**src/rtl/gb_lcd_pkg.sv**
```systemverilog
// Shared timing constants and state encoding for the Game Boy style LCD link.
package gb_lcd_pkg;

  localparam int LCD_H_ACTIVE = 160;  // visible pixels per line
  localparam int LCD_V_ACTIVE = 144;  // visible lines per frame
  localparam int LCD_H_TOTAL  = 228;  // pixel slots per line
  localparam int LCD_V_TOTAL  = 154;  // lines per frame
  localparam int LCD_H_START  = 8;    // first visible slot
  localparam int LCD_HS_LEN   = 4;    // HSYNC slots

  localparam int LCD_HW = 8;   // slot counter width
  localparam int LCD_VW = 8;   // line counter width
  localparam int LCD_AW = 15;  // framebuffer address width

  typedef enum logic [2:0] {
    IDLE,
    SYNC,
    PORCH,
    ACTIVE,
    BLANK
  } lcd_state_e;

endpackage

```
**src/rtl/gb_lcd_timing.sv**
```systemverilog
// Slot phase, slot (h) and line (v) counters; they only move while adv is high.
module gb_lcd_timing
  import gb_lcd_pkg::*;
#(
  parameter int H_TOTAL = LCD_H_TOTAL,
  parameter int V_TOTAL = LCD_V_TOTAL
) (
  input  logic              clk,
  input  logic              rst,
  input  logic              adv,
  output logic [LCD_HW-1:0] h_d,
  output logic [LCD_VW-1:0] v_d,
  output logic              ph_d,
  output logic              frame_end
);

  localparam logic [LCD_HW-1:0] H_LAST = LCD_HW'(H_TOTAL - 1);
  localparam logic [LCD_VW-1:0] V_LAST = LCD_VW'(V_TOTAL - 1);

  logic [LCD_HW-1:0] h_q;
  logic [LCD_VW-1:0] v_q;
  logic              ph_q;

  // Next position: phase toggles each cycle, h steps after c1, v steps when h wraps.
  always_comb begin
    ph_d = ph_q;
    h_d  = h_q;
    v_d  = v_q;
    if (adv) begin
      ph_d = ~ph_q;
      if (ph_q) begin
        if (h_q == H_LAST) begin
          h_d = '0;
          v_d = (v_q == V_LAST) ? '0 : v_q + 1'b1;
        end else begin
          h_d = h_q + 1'b1;
        end
      end
    end
  end

  assign frame_end = ph_q && (h_q == H_LAST) && (v_q == V_LAST);

  // Position registers; reset parks at line 0, slot 0, phase c0.
  always_ff @(posedge clk or posedge rst) begin
    if (rst) begin
      h_q  <= '0;
      v_q  <= '0;
      ph_q <= 1'b0;
    end else begin
      h_q  <= h_d;
      v_q  <= v_d;
      ph_q <= ph_d;
    end
  end

endmodule

```
**src/rtl/gb_lcd_tx.sv**
```systemverilog
// LCD transmitter: frame state machine, framebuffer fetch and registered panel outputs.
// Every output flop is computed from the *next* state/position so that it lines
// up with the slot it describes.
module gb_lcd_tx
  import gb_lcd_pkg::*;
#(
  parameter int H_ACTIVE = LCD_H_ACTIVE,
  parameter int V_ACTIVE = LCD_V_ACTIVE,
  parameter int H_TOTAL  = LCD_H_TOTAL,
  parameter int V_TOTAL  = LCD_V_TOTAL,
  parameter int H_START  = LCD_H_START,
  parameter int HS_LEN   = LCD_HS_LEN
) (
  input  logic              CLK_3P3_MHZ,
  input  logic              RST,
  input  logic              EN,
  output logic              RD_EN,
  output logic [LCD_AW-1:0] RD_ADDR,
  input  logic [1:0]        RD_DATA,
  output logic              D0,
  output logic              D1,
  output logic              PX_CLK,
  output logic              HSYNC,
  output logic              VSYNC,
  output logic              FRAME_START,
  output logic              BUSY
);

  localparam logic [LCD_HW-1:0] HS_END  = LCD_HW'(HS_LEN);
  localparam logic [LCD_HW-1:0] HV_BEG  = LCD_HW'(H_START);
  localparam logic [LCD_HW-1:0] HV_END  = LCD_HW'(H_START + H_ACTIVE);
  localparam logic [LCD_HW:0]   HF_BEG  = (LCD_HW + 1)'(H_START);
  localparam logic [LCD_HW:0]   HF_END  = (LCD_HW + 1)'(H_START + H_ACTIVE);
  localparam logic [LCD_VW-1:0] V_VIS   = LCD_VW'(V_ACTIVE);
  localparam logic [LCD_AW-1:0] LINE_PX = LCD_AW'(H_ACTIVE);

  lcd_state_e        state_q, state_d;
  logic [LCD_HW-1:0] h_d;
  logic [LCD_VW-1:0] v_d;
  logic              ph_d;
  logic              frame_end;

  logic [LCD_HW:0]   h_fetch;
  logic [LCD_AW-1:0] pix_addr;

  logic              rd_en_q, rd_en_d;
  logic [LCD_AW-1:0] rd_addr_q, rd_addr_d;
  logic [1:0]        pix_q, pix_d;
  logic              px_clk_q, px_clk_d;
  logic              hsync_q, hsync_d;
  logic              vsync_q, vsync_d;
  logic              fs_q, fs_d;
  logic              busy_q, busy_d;

  gb_lcd_timing #(
    .H_TOTAL(H_TOTAL),
    .V_TOTAL(V_TOTAL)
  ) u_timing (
    .clk      (CLK_3P3_MHZ),
    .rst      (RST),
    .adv      (state_q != IDLE),
    .h_d      (h_d),
    .v_d      (v_d),
    .ph_d     (ph_d),
    .frame_end(frame_end)
  );

  function automatic lcd_state_e slot_state(input logic [LCD_HW-1:0] h,
                                            input logic [LCD_VW-1:0] v);
    if (h < HS_END) return SYNC;
    else if (h < HV_BEG) return PORCH;
    else if ((h < HV_END) && (v < V_VIS)) return ACTIVE;
    else return BLANK;
  endfunction

  // Next state: start from IDLE on EN; EN is only re-examined at the very end of a frame.
  always_comb begin
    state_d = state_q;
    if (state_q == IDLE) begin
      if (EN) state_d = slot_state(h_d, v_d);
    end else if (frame_end && !EN) begin
      state_d = IDLE;
    end else begin
      state_d = slot_state(h_d, v_d);
    end
  end

  // The pixel for slot h is fetched in c0 of slot h-1 so it is ready for c0 of slot h.
  assign h_fetch  = {1'b0, h_d} + 1'b1;
  assign pix_addr = LCD_AW'(v_d) * LINE_PX + LCD_AW'(h_fetch - HF_BEG);

  // Output decode from the upcoming state and position.
  always_comb begin
    busy_d    = (state_d != IDLE);
    hsync_d   = (state_d == SYNC);
    vsync_d   = busy_d && (v_d == '0);
    fs_d      = busy_d && (v_d == '0) && (h_d == '0) && !ph_d;
    px_clk_d  = (state_d == ACTIVE) && !ph_d;
    rd_en_d   = busy_d && !ph_d && (v_d < V_VIS) &&
                (h_fetch >= HF_BEG) && (h_fetch < HF_END);
    rd_addr_d = rd_en_d ? pix_addr : rd_addr_q;
    pix_d     = 2'b00;
    if (state_d == ACTIVE) pix_d = ph_d ? pix_q : RD_DATA;
  end

  // State and output registers; reset clears everything at once.
  always_ff @(posedge CLK_3P3_MHZ or posedge RST) begin
    if (RST) begin
      state_q   <= IDLE;
      rd_en_q   <= 1'b0;
      rd_addr_q <= '0;
      pix_q     <= 2'b00;
      px_clk_q  <= 1'b0;
      hsync_q   <= 1'b0;
      vsync_q   <= 1'b0;
      fs_q      <= 1'b0;
      busy_q    <= 1'b0;
    end else begin
      state_q   <= state_d;
      rd_en_q   <= rd_en_d;
      rd_addr_q <= rd_addr_d;
      pix_q     <= pix_d;
      px_clk_q  <= px_clk_d;
      hsync_q   <= hsync_d;
      vsync_q   <= vsync_d;
      fs_q      <= fs_d;
      busy_q    <= busy_d;
    end
  end

  assign RD_EN       = rd_en_q;
  assign RD_ADDR     = rd_addr_q;
  assign D0          = pix_q[0];
  assign D1          = pix_q[1];
  assign PX_CLK      = px_clk_q;
  assign HSYNC       = hsync_q;
  assign VSYNC       = vsync_q;
  assign FRAME_START = fs_q;
  assign BUSY        = busy_q;

endmodule

```
**config.mk**
```make
export PLATFORM = sky130hd
export DESIGN_NAME = gb_lcd_tx
export DESIGN_NICKNAME = d
export VERILOG_FILES = /design/src/rtl/gb_lcd_pkg.sv /design/src/rtl/gb_lcd_timing.sv /design/src/rtl/gb_lcd_tx.sv
export SDC_FILE = /design/constraint.sdc
export NUM_CORES = 1
export LEC_CHECK = 0
export CAP_MARGIN = 10
export CELL_PAD_IN_SITES_DETAIL_PLACEMENT = 1
export CELL_PAD_IN_SITES_GLOBAL_PLACEMENT = 1
export CORE_MARGIN = 5
export CORE_UTILIZATION = 38
export DETAILED_ROUTE_END_ITERATION = 10
export GPL_TIMING_DRIVEN = 0
export PLACE_DENSITY_LB_ADDON = 0.1
export SLEW_MARGIN = 10
export SYNTH_ARGS = -nofsm -noshare
export SYNTH_HDL_FRONTEND = slang
export SYNTH_SLANG_ARGS = --single-unit
```
**constraint.sdc**
```tcl
create_clock -name CLK_3P3_MHZ -period 14 [get_ports CLK_3P3_MHZ]
set_input_delay 2.1 -clock CLK_3P3_MHZ [delete_from_list [all_inputs] [get_ports CLK_3P3_MHZ]]
set_output_delay 2.1 -clock CLK_3P3_MHZ [all_outputs]
set_load 0.1 [all_outputs]
```
==> results of run 1 <==
==> cell usage in the layout (no fill, tap or decap), types with 2 or more instances in the layout <==
cell type	instances
xnor2_2	2
xor2_1	9
mux2i_1	5
xnor2_1	18
clkbuf_8	7
nand4_1	5
nor2_2	2
o21a_1	2
dfrtp_1	43
ha_1	28
o31a_1	2
inv_1	24
nand2_1	11
a21oi_1	16
nand4b_1	2
nor2_1	18
nand3b_1	3
buf_6	3
nand3_1	9
clkdlybuf4s50_1	27
a211o_1	2
o21ai_0	8
a21o_1	6
mux2_2	6
or3_1	2
nor3_1	9
nor2b_1	2
fa_1	2
o21bai_1	4
and3_1	3
nor4b_1	2
nor4_1	5
buf_12	2
mux2_4	7
==> logic make-up after synthesis <==
group                      Yosys count  synth area share
AOI/OAI and AO/OA                   50             0.118
adders and majority gates           30             0.131
buffers and inverters               30            0.0521
DFF                                 43             0.361
muxes                               18            0.0748
xor gates and xnor gates            31             0.103
and+or+nand+nor                     85             0.160
==> routing by layer <==
| layer | vias up | track usage | share of wire |
|---|---|---|---|
| met1 | 1058 | 0.212 | 0.52 |
| li1 | 1087 | - | - |
| met4 | 0 | 0.0441 | 0.011 |
| met5 | - | 0 | 0 |
| met3 | 6 | 0.0290 | 0.020 |
| met2 | 20 | 0.233 | 0.45 |
==> worst paths after layout <==
kind                                                   to  slack (ns)
min in group asynchronous          RD_ADDR[2]$_DFFE_PP0P_        2.12
max in group asynchronous       u_timing.h_q[7]$_DFF_PP0_       11.40
worst min register to register     RD_ADDR[1]$_DFFE_PP0P_        0.51
worst min-delay path               RD_ADDR[1]$_DFFE_PP0P_        0.51
worst max-delay path              RD_ADDR[14]$_DFFE_PP0P_        8.78
worst max register to register    RD_ADDR[14]$_DFFE_PP0P_        8.78
==> stage by stage <==
stage          instance area [µm²]  hold WS, ns  setup WS, ns
6_report                      3500        0.507          8.78
2_1_floorplan                 2980        0.547          9.32
5_1_grt                       3500        0.527          8.45
3_5_place_dp                  3400        0.493          8.81
4_1_cts                       3500        0.511          8.77
3_3_place_gp                  3380        0.490          8.82
==> area by class of cell <==
cell class / count / area, µm² / area share
buffer: 5 / 61.3 / 0.0175
clock buffer: 8 / 100 / 0.0286
inverter: 25 / 93.8 / 0.0268
multi-input combinational: 214 / 1750 / 0.500
sequential: 43 / 1080 / 0.308
tap: 102 / 128 / 0.0365
timing repair buffer: 28 / 290 / 0.0830
==> flip-flops by register name, summed over array words and instances (netlist names) <==
signal         cells
VSYNC              1
HSYNC              1
u_timing.ph_q      1
u_timing.v_q       8
BUSY               1
pix_q              2
u_timing.h_q       8
RD_EN              1
state_q            3
PX_CLK             1
RD_ADDR           15
FRAME_START        1
==> critical path: cells and delay by family, from the launching register on <==
kind | cells | cell delay (ns)
xor+xnor | 1 | 0.37
simple gates | 5 | 1.47
compound gates | 3 | 0.85
flops | 1 | 0.45
mux | 1 | 0.27
fa+ha+maj | 5 | 1.68
==> impl_metrics.tcl, run 1 <==
set metrics [dict create \
    status "finished clean" \
    routed_wl_mm 6.78 \
    gp_congestion 0.731 \
    ff2ff_path_depth 15 \
    synth.avg_cell_area_um2 10.4 \
    cts_buffer_depth 2 \
    synth_area_um2 2980 \
    grt_pass1_vias 2324 \
    max-slew-margin-rel 0.279 \
    viasPerCell 5.11 \
    min_delay_path_depth 1 \
    tightest_slew_ns 1.07 \
    ys_async_sr_fraction 1.00 \
    crit_start "u_timing.h_q[0]$_DFF_PP0_" \
    rsz0062_at_grt "false" \
    finalSetupViolations 0 \
    row_count 32 \
    port_buffers 27 \
    layout.cells.non_filler 425 \
    initial_core_util 0.387 \
    remaining_drc_errors 0 \
    die_y_um 98.5 \
    grt_max_degree 26 \
    path_cells "ha_1, nand3b_1, or4_4, or3_2, o31ai_1, ha_1, ha_1, fa_1, ha_1, o21a_1, nor4_1, nor3_1, a31o_2, xnor3_1, mux2_4" \
    cp-end-kind "register" \
    maxSlewViolCount 0 \
    slowest_stage "or3_2" \
    antenna_found_initial 0 \
    synth_cells 287 \
    place_inst 417 \
    utilization 0.455 \
    ys_ff_latch 43 \
    cts_made_buffers 5 \
    ys_seq_area_frac 0.361 \
    fill_cells 868 \
    max_stage_delay_ns 0.51 \
    synth_top_area_share 0.361 \
    grt_pass1_wl_mm 11.7 \
    post_cts_buffers 0 \
    dp_hpwl_mm 5.36 \
    synth_largest_area_cell "dfrtp_1" \
    antenna_left 0 \
    critPathMaxFanout 7 \
    synthTopCellsByCount "43 x dfrtp_1, 28 x ha_1, 25 x inv_1" \
    drt_iter0_drc 51 \
    synth_edf_count 0 \
    cts.sinks 43 \
    hold_path_startpoint "RD_ADDR[1]$_DFFE_PP0P_" \
    clkLatencyLatePin_ns 0.30 \
    max_freq_mhz 191 \
    hold_class "reg -> reg" \
    yosysUniqueCellTypes 57 \
    crit_required_ns 14.18 \
    cts_max_level 2 \
    maxCapViolCount 0 \
    ctsHoldBuffers 0 \
    wl_per_cell_um 16.0 \
    cts-root-buf "clkbuf_8" \
    yosys_warnings 0 \
    tritoncts "built" \
    grtUsageTotal 0.150 \
    path_clk_slew_ns 0.08 \
    layout-drive-gt1-share 0.133 \
    hold_viol 0 \
    ctsResizeCount 0 \
    grt-ovfl-total 0 \
    syn_nets 322 \
    synthMostInstantiatedCell "dfrtp_1" \
    n_antenna_cell 0 \
    firstDrtPassIters 4 \
    num_vias 2171 \
    die-area_um2 9710 \
    skew_ns 0.00796 \
    worstSetupPathType "reg -> reg" \
    cp_common_cell "ha_1" \
    synthToLayoutAreaGrowth_pct 17.4 \
    synth.area.top_cells "dfrtp_1 36%, ha_1 12%, xnor2_1 5.3%, mux2_4 3.5%, inv_1 3.2%" \
    rr_startpoint "u_timing.h_q[0]$_DFF_PP0_" \
    critical_path_arrival_ns 5.41 \
    period_share 0.373 \
    coreArea_um2 7690 \
    ys.flop_type "dfrtp_1" \
    final_nets 357 \
    die_x_um 98.5 \
    fin_tns_setup_ns 0 \
    period_needed_ns 5.22 \
    setup.worst_path.start_class "register" \
    num_io_pins 28 \
]
Power of run 1 is left out: the tool's default activity adds up to more than one toggle a clock period on the data nets, which glitch-free logic cannot reach.
==> run 2: changes to the inputs <==
==> constraint.sdc (replaced) <==
create_clock -name CLK_3P3_MHZ -period 5.1 [get_ports CLK_3P3_MHZ]
set_input_delay 0.765 -clock CLK_3P3_MHZ [delete_from_list [all_inputs] [get_ports CLK_3P3_MHZ]]
set_output_delay 0.765 -clock CLK_3P3_MHZ [all_outputs]
set_load 0.1 [all_outputs]
==> run 2 against run 1 <==
  * Critical path depth grew 3
  * Non-clock buffer count grew 2
  * Fmax grew 6.7%
  * Final cell count grew 0.47%
  * Clock skew is essentially flat
  * Global-route usage grew 0.061 points
  * Critical path type unchanged
  * Critical endpoint unchanged
  * Highest routed layer unchanged
==> impl_metrics.tcl, run 2 (synthesized netlist as in run 1, its figures left out) <==
set metrics [dict create \
    period_needed_ns 4.89 \
    port_buffers 27 \
    num_vias 2191 \
    fin_ws_ns 0.207 \
    status "finished clean" \
    tightest_slew_ns 0.990 \
    cts_max_level 2 \
    fill_cells 863 \
    routed_wl_mm 6.82 \
    layout-drive-gt1-share 0.160 \
    dp_hpwl_mm 5.36 \
    min_delay_path_depth 1 \
    period_share 0.959 \
    grt-ovfl-total 0 \
    initial_core_util 0.387 \
    worstSetupPathType "reg -> reg" \
    path_clk_slew_ns 0.08 \
    row_count 32 \
    cts.sinks 43 \
    tritoncts "built" \
    utilization 0.462 \
    grt_pass1_wl_mm 11.7 \
    hold_class "reg -> reg" \
    final_cell_mix "42 x dfrtp_1, 27 x ha_1, 27 x clkdlybuf4s50_1, 24 x inv_1" \
    grt_max_degree 26 \
    layout.cells.non_filler 427 \
    setup.worst_path.start_class "register" \
    finalSetupViolations 0 \
    n_antenna_cell 0 \
    antenna_found_initial 0 \
    cts_buffer_depth 2 \
    viasPerCell 5.13 \
    clkLatencyLatePin_ns 0.30 \
    place_inst 417 \
    remaining_drc_errors 0 \
    crit_required_ns 5.28 \
    largest_reg_flops 15 \
    die_y_um 98.5 \
    drt_iter0_drc 48 \
    rsz0062_at_grt "false" \
    max_freq_mhz 204 \
    wl_per_cell_um 16.0 \
    synthToLayoutAreaGrowth_pct 19.3 \
    num_io_pins 28 \
    placed_area_um2 3400 \
    layout_commonest_cell "dfrtp_1" \
    coreArea_um2 7690 \
    grt_pass1_vias 2342 \
    antenna_left 0 \
    grtUsageTotal 0.151 \
    maxSlewViolCount 0 \
    max-slew-margin-rel 0.338 \
    maxCapViolCount 0 \
    die_x_um 98.5 \
    design_area_um2 3550 \
    skew_ns 0.00778 \
    ff2ff_path_depth 18 \
    critPathMaxFanout 6 \
    critical_path_arrival_ns 5.08 \
    final_nets 359 \
    cts-root-buf "clkbuf_8" \
    firstDrtPassIters 4 \
    pre_cts_ws_ns -0.0939 \
    cts_made_buffers 5 \
    cp-end-kind "register" \
    hold_viol 0 \
    gp_congestion 0.731 \
    die-area_um2 9710 \
]
-- run 2: worst paths after layout --
path / from / slack [ns] / end
min: RD_ADDR[1]$_DFFE_PP0P_ / 0.51 / RD_ADDR[1]$_DFFE_PP0P_
min in group asynchronous: RST / 0.79 / RD_ADDR[2]$_DFFE_PP0P_
min reg2reg: RD_ADDR[1]$_DFFE_PP0P_ / 0.51 / RD_ADDR[1]$_DFFE_PP0P_
max reg2reg: u_timing.h_q[0]$_DFF_PP0_ / 0.21 / RD_ADDR[14]$_DFFE_PP0P_
max in group asynchronous: RST / 3.82 / u_timing.h_q[1]$_DFF_PP0_
max: u_timing.h_q[0]$_DFF_PP0_ / 0.21 / RD_ADDR[14]$_DFFE_PP0P_
-- run 2: metrics by stage --
stage	hold slack (ns)	setup TNS [ns]
final	0.507	0
after global routing	0.527	0
after CTS	0.511	0
after detailed placement	0.493	-0.0939
after global placement	0.490	-0.0792
after floorplan	0.547	0
-- run 2: area by class of cell --
type,count,area (µm²),share of cell area
tap,102,128,0.0359
timing repair buffer,30,305,0.0859
buffer,5,61.3,0.0173
inverter,25,93.8,0.0264
clock buffer,8,100,0.0282
sequential,43,1080,0.303
multi-input combinational,214,1790,0.503
-- run 2: critical path: stages (launching register included) --
cell	delay, ns
dfrtp_1	0.41
ha_4	0.19
nand3b_1	0.11
or4_4	0.47
or3_2	0.52
o31a_1	0.28
inv_1	0.13
ha_1	0.28
ha_1	0.30
a21o_1	0.20
a21oi_2	0.17
o21bai_1	0.08
a21oi_1	0.18
xnor2_1	0.15
ha_1	0.29
a21o_1	0.20
a31o_2	0.21
xnor3_1	0.34
mux2_4	0.27
-- run 2: what timing repair did --
action / in CTS / in global routing
setup buffers: 1 / 1
hold buffers: 0 / 0
pin swaps: 0 / 0
gates resized for setup: 4 / 6
endpoints found under the setup margin: 1 / 2
-- run 2: routing by layer --
layer	GRT usage	vias up	wire (µm)
met2	0.236	21	3130
met3	0.0290	6	162
met5	0	-	0
met4	0.0441	0	73
li1	-	1084	-
met1	0.212	1080	3460
Power of run 2 is left out for the same reason.
